[config.mk]
export PLATFORM = sky130hd
export DESIGN_NAME = xm_wb_mem_ctrl
export DESIGN_NICKNAME = d
export VERILOG_FILES = /design/src/rtl/xm_wb_mem_ctrl.sv
export SDC_FILE = /design/constraint.sdc
export NUM_CORES = 1
export LEC_CHECK = 0
export CORE_ASPECT_RATIO = 1.25
export CORE_MARGIN = 3
export CORE_UTILIZATION = 38
export CTS_CLUSTER_DIAMETER = 80
export DETAILED_ROUTE_END_ITERATION = 12
export GPL_TIMING_DRIVEN = 0
export HOLD_SLACK_MARGIN = 0.06
export PLACE_DENSITY = 0.76
export RECOVER_POWER = 100
export SLEW_MARGIN = 20
export SYNTH_ARGS = -nofsm -noshare
export SYNTH_HDL_FRONTEND = slang
export SYNTH_SLANG_ARGS = --single-unit
[constraint.sdc]
create_clock -name clk_i -period 1.3 [get_ports clk_i]
set_clock_uncertainty 0.05 [all_clocks]
set_input_delay 0.26 -clock clk_i [delete_from_list [all_inputs] [get_ports clk_i]]
set_output_delay 0.26 -clock clk_i [all_outputs]
set_load 0.03 [all_outputs]
[src/rtl/xm_wb_mem_ctrl.sv]
// ============================================================================
// Module      : xm_wb_mem_ctrl
// Description : Bridges the xm datapath single-request memory port to a
//               Wishbone-classic master bus. It supports byte-lane steering,
//               read-data alignment, bus-error reporting and a
//               misaligned-word trap.
//               The optional bus-hang watchdog is enabled by defining
//               XM_MEM_TIMEOUT_EN.
// Revision    : 1.0 - initial release
// ============================================================================
`default_nettype none

module xm_wb_mem_ctrl #(
    parameter int WORD    = 16,
    parameter int ADDR_W  = 16,
    parameter int TIMEOUT = 15
) (
    input  logic              clk_i,
    input  logic              rst_i,
    // datapath request side
    input  logic              en_i,
    input  logic              rw_i,
    input  logic              byte_i,
    input  logic [ADDR_W-1:0] addr_i,
    input  logic [WORD-1:0]   data_i,
    output logic              busy_o,
    output logic              done_o,
    output logic              err_o,
    output logic [WORD-1:0]   data_o,
    // Wishbone master side
    input  logic              ack_i,
    input  logic              err_i,
    input  logic [WORD-1:0]   dat_i,
    output logic              we_o,
    output logic              stb_o,
    output logic              cyc_o,
    output logic [WORD/8-1:0] sel_o,
    output logic [ADDR_W-$clog2(WORD/8)-1:0] adr_o,
    output logic [WORD-1:0]   dat_o
);

    localparam int SEL_W = WORD / 8;
    localparam int LSB   = $clog2(WORD / 8);

    typedef enum logic [1:0] {
        S_IDLE = 2'd0,
        S_BUS  = 2'd1,
        S_RESP = 2'd2
    } state_t;

    state_t                state_q, state_d;
    logic                  cyc_q, cyc_d;
    logic                  we_q, we_d;
    logic [SEL_W-1:0]      sel_q, sel_d;
    logic [ADDR_W-LSB-1:0] adr_q, adr_d;
    logic [WORD-1:0]       wdat_q, wdat_d;
    logic [WORD-1:0]       rdat_q, rdat_d;
    logic                  byte_q, byte_d;
    logic [LSB-1:0]        lane_q, lane_d;
    logic                  fail_q, fail_d;
`ifdef XM_MEM_TIMEOUT_EN
    logic [7:0]            cnt_q, cnt_d;
`endif

    // Next-state and bus-output computation for the request FSM
    always_comb begin
        state_d = state_q;
        cyc_d   = cyc_q;
        we_d    = we_q;
        sel_d   = sel_q;
        adr_d   = adr_q;
        wdat_d  = wdat_q;
        rdat_d  = rdat_q;
        byte_d  = byte_q;
        lane_d  = lane_q;
        fail_d  = fail_q;
`ifdef XM_MEM_TIMEOUT_EN
        cnt_d   = cnt_q;
`endif
        case (state_q)
            S_IDLE: begin
                if (en_i) begin
                    byte_d = byte_i;
                    lane_d = addr_i[LSB-1:0];
                    if (!byte_i && (addr_i[LSB-1:0] != '0)) begin
                        // misaligned word: trap without touching the bus
                        state_d = S_RESP;
                        fail_d  = 1'b1;
                    end else begin
                        state_d = S_BUS;
                        fail_d  = 1'b0;
                        cyc_d   = 1'b1;
                        we_d    = rw_i;
                        adr_d   = addr_i[ADDR_W-1:LSB];
                        sel_d   = byte_i ? (SEL_W'(1) << addr_i[LSB-1:0]) : '1;
                        wdat_d  = byte_i ? {SEL_W{data_i[7:0]}} : data_i;
`ifdef XM_MEM_TIMEOUT_EN
                        cnt_d   = 8'd0;
`endif
                    end
                end
            end
            S_BUS: begin
`ifdef XM_MEM_TIMEOUT_EN
                cnt_d = cnt_q + 8'd1;
`endif
                if (err_i) begin
                    // error wins over a simultaneous ack; read data is not taken
                    state_d = S_RESP;
                    fail_d  = 1'b1;
                    cyc_d   = 1'b0;
                    we_d    = 1'b0;
                    sel_d   = '0;
                end else if (ack_i) begin
                    state_d = S_RESP;
                    fail_d  = 1'b0;
                    cyc_d   = 1'b0;
                    we_d    = 1'b0;
                    sel_d   = '0;
                    if (!we_q) begin
                        rdat_d = byte_q ? WORD'(dat_i[{lane_q, 3'b000} +: 8]) : dat_i;
                    end
                end
`ifdef XM_MEM_TIMEOUT_EN
                else if (cnt_q + 8'd1 == 8'(TIMEOUT)) begin
                    // watchdog: abandon a slave that never answers
                    state_d = S_RESP;
                    fail_d  = 1'b1;
                    cyc_d   = 1'b0;
                    we_d    = 1'b0;
                    sel_d   = '0;
                end
`endif
            end
            S_RESP: begin
                state_d = S_IDLE;
                fail_d  = 1'b0;
            end
            default: begin
                state_d = S_IDLE;
                cyc_d   = 1'b0;
                we_d    = 1'b0;
                sel_d   = '0;
                fail_d  = 1'b0;
            end
        endcase
    end

    // State and output registers with synchronous reset
    always_ff @(posedge clk_i) begin
        if (rst_i) begin
            state_q <= S_IDLE;
            cyc_q   <= 1'b0;
            we_q    <= 1'b0;
            sel_q   <= '0;
            adr_q   <= '0;
            wdat_q  <= '0;
            rdat_q  <= '0;
            byte_q  <= 1'b0;
            lane_q  <= '0;
            fail_q  <= 1'b0;
`ifdef XM_MEM_TIMEOUT_EN
            cnt_q   <= 8'd0;
`endif
        end else begin
            state_q <= state_d;
            cyc_q   <= cyc_d;
            we_q    <= we_d;
            sel_q   <= sel_d;
            adr_q   <= adr_d;
            wdat_q  <= wdat_d;
            rdat_q  <= rdat_d;
            byte_q  <= byte_d;
            lane_q  <= lane_d;
            fail_q  <= fail_d;
`ifdef XM_MEM_TIMEOUT_EN
            cnt_q   <= cnt_d;
`endif
        end
    end

    assign busy_o = (state_q != S_IDLE);
    assign done_o = (state_q == S_RESP);
    assign err_o  = (state_q == S_RESP) && fail_q;
    assign data_o = rdat_q;
    assign cyc_o  = cyc_q;
    assign stb_o  = cyc_q;
    assign we_o   = we_q;
    assign sel_o  = sel_q;
    assign adr_o  = adr_q;
    assign dat_o  = wdat_q;

endmodule

`default_nettype wire
==> results.tsv <==
metric	value	unit
pwr-share-comb	29.3	%
cts_made_buffers	5	
cts.sinks	56	
synth-seq-area-share	44.5	%
die_h	97	um
grt_pass1_wl	12500	um
final_area	4040	sq um
clkLatencyLatePin	0.31	ns
synth_top_family_by_area	compound AO/OA/AOI/OAI gates	
finalHoldViolations	0	
synth_commonest_cells	56 x dfxtp_1, 50 x a21oi_1, 32 x nand3_1	
worstRegToRegCells	6	
io_buffers	109	
antenna_found_initial	0	
min_path_type	input port to flip-flop	
ys_async_sr_fraction	0	%
syn_to_final_growth	60.5	%
synth-compound-area-share	24.8	%
syn_area	2520	sq um
wl_per_cell	16.0	um
yosys.area_share.xor_xnor	0	%
drv_cap	0	
clk_pin_slew	0.10	ns
synth_area_leaders	dfxtp_1 45%, a21oi_1 9.9%, nand3_1 6.4%	
drive_above_1_share	39.3	%
crit_type	flip-flop to flip-flop	
hold_depth	3	
grt_remaining_overflow	0	
rows	32	
drc	0	
r2r_setup_slack	-0.19	ns
start_util	40.0	%
fmax	672	MHz
syn-num-nets	336	
grt_pass1_vias	2573	
routed_wl	7870	um
peakVddDrop	0.000643	V
hp-start	addr_i[0]	
endpoint_kind	flip-flop	
layout_min_cycle_time	1.49	ns
htree_num_levels	2	
cts.root.buffer_cell	clkbuf_8	
grt_start_max_net_pins	18	
ys_ff_latch	56	
viasPerCell	5.34	
coreArea	6290	sq um
synthFlopType	dfxtp_1	
netSwitchingFraction	32.3	%
grt_use_total	19.9	%
worstPathMaxFanout	6	
place_area	3750	sq um
cp.arrival	1.65	ns
synth.area.mux_share	4.03	%
p_clk_share	24.0	%
yosys_warnings	0	
crit_family	buffers and inverters	
die-area	7640	sq um
power_switching	1.31	mW
relSlewSlack	68.7	%
tns	-4.66	ns
place.gp.congestion	0.807	
yosysMostFrequentCell	dfxtp_1	
start_kind	flip-flop	
crit_top_cell	buf_6	
synth-edff-count	0	
critical_path_required	1.46	ns
crit_buf_inv	3	
nets	461	
ios	110	
cp_cell_sequence	buf_6 > buf_6 > nor3b_4 > buf_6 > a21oi_1 > a311oi_1	
worstHoldEndpoint	lane_q$_SDFFE_PP0P_	
setup-violations-final	57	
diodes	0	
synth_top_area_share	44.5	%
syn_inst	281	
drt_pre_antenna_iters	4	
drtIter0Drc	89	
synth_simple_gate_area_share	19.4	%
max_stage_delay	0.38	ns
synthAdderAreaFrac	0	%
drv_slew	0	
timing.final.ws_setup	-0.188	ns
rsz0062_at_grt	yes	
num_vias	2628	
internal_power	2.74	mW
syn_area_per_cell	8.96	sq um
clockBufferDepth	2	
die_w	78.8	um
cts_tree	done	
dp_hpwl	5630	um
synth_area_leader_cell	dfxtp_1	
fin_crit_sh	114	%
worst_pin_slew	0.470	ns
r2r_start	state_q[1]$_SDFFE_PP0P_	
pwr-share-seq	46.7	%
final_antenna_net_count	0	
synth_cell_types	40	
power_density	1000	nW/um^2
cpMaxStageDelayCell	dfxtp_4	
outcome	finished, violations left	
leakage	1.60	nW
violations	negative setup slack	
regToRegEndpoint	data_o[1]$_SDFFE_PP0P_	
-- worst reg2reg max path: cells and delay by family (launching register included) --
kind            cells  cell delay [ns]
flops               1             0.38
compound gates      2             0.34
simple gates        1             0.22
buf+inv             3             0.40
-- power by group through the flow --
| stage | combinational (mW) | clock, mW | sequential (mW) |
|---|---|---|---|
| floorplan | 0.441 | 0 | 2.08 |
| global route | 1.27 | 1.06 | 1.90 |
| CTS | 1.11 | 0.988 | 1.87 |
| global placement | 1.08 | 0 | 1.90 |
| detailed placement | 1.09 | 0 | 1.91 |
| finish | 1.19 | 0.973 | 1.89 |
-- per-stage QoR --
stage	std cells	setup WS [ns]	util (%)	hold slack (ns)	power [mW]
finish	492	-0.188	64.3	0.365	4.05
global route	492	-0.216	64.3	0.389	4.23
CTS	489	-0.171	63.5	0.357	3.97
detailed placement	475	-0.728	59.7	0.417	3.00
global placement	475	-0.687	59.7	0.411	2.99
floorplan	281	-0.0955	-	0.346	2.52
-- worst max path at each step --
stage / start / endpoint / slack (ns) / cells past startpoint
final: state_q[1]$_SDFFE_PP0P_ / data_o[1]$_SDFFE_PP0P_ / -0.19 / 6
after global routing: state_q[1]$_SDFFE_PP0P_ / data_o[1]$_SDFFE_PP0P_ / -0.22 / 6
after CTS: state_q[0]$_SDFFE_PP0P_ / busy_o / -0.17 / 4
after detailed placement: addr_i[0] / dat_o[6]$_SDFFE_PP0P_ / -0.73 / 6
after global placement: addr_i[0] / adr_o[2]$_SDFFE_PP0P_ / -0.69 / 6
after floorplan: state_q[1]$_SDFFE_PP0P_ / adr_o[0]$_SDFFE_PP0P_ / -0.1 / 6
-- cell type report --
cell class | instances | area (sq um)
Buffer | 24 | 236
Clock inverter | 3 | 18.8
Timing Repair Buffer | 122 | 1060
Inverter | 2 | 7.51
Clock buffer | 5 | 68.8
Sequential cell | 56 | 1130
Multi-Input combinational cell | 195 | 1410
Fill cell | 567 | 2240
Tap cell | 85 | 106
-- metal layers --
metal | up-vias | wire length (um) | track usage, %
li1 | 1287 | - | -
met1 | 1234 | 3240 | 24.2
met2 | 96 | 4010 | 34.6
met3 | 11 | 495 | 5.03
met4 | 0 | 131 | 5.11
met5 | - | 0 | 0
-- state kept, by name, summed over array words and instances, names as in the netlist --
| name | cells |
|---|---|
| dat_o | 16 |
| data_o | 16 |
| adr_o | 15 |
| sel_o | 2 |
| state_q | 2 |
| byte_q | 1 |
| cyc_o | 1 |
| fail_q | 1 |
| lane_q | 1 |
| we_o | 1 |
-- what timing repair did --
item,4_1_cts,5_1_grt
hold buffers,0,0
pin swaps,3,23
gates cloned,2,2
resized for setup,212,138
buffers inserted,7,3
endpoints found under the setup margin,111,97
endpoints found under the hold margin,0,0
-- kinds of logic (layout without fill, tap and decap cells) --
family / after synthesis / after routing
flops: 56 / 56
mux: 10 / 10
compound gates: 104 / 104
buf+inv: 31 / 156
simple gates: 80 / 81
-- cells in the final DEF (no fill, tap or decap), drive strengths merged, types with 3 or more instances in the layout --
cell / n
a211oi: 8
a21oi: 51
a311oi: 8
buf: 29
clkbuf: 57
clkdlybuf4s15: 9
clkdlybuf4s50: 48
clkinv: 3
dfxtp: 56
dlygate4sd2: 4
mux2i: 9
nand2: 15
nand3: 32
nand4b: 8
nor2: 8
nor2b: 4
nor3: 3
nor3b: 3
o21ai: 32
No activity file was read; power rests on OpenSTA's default activity.
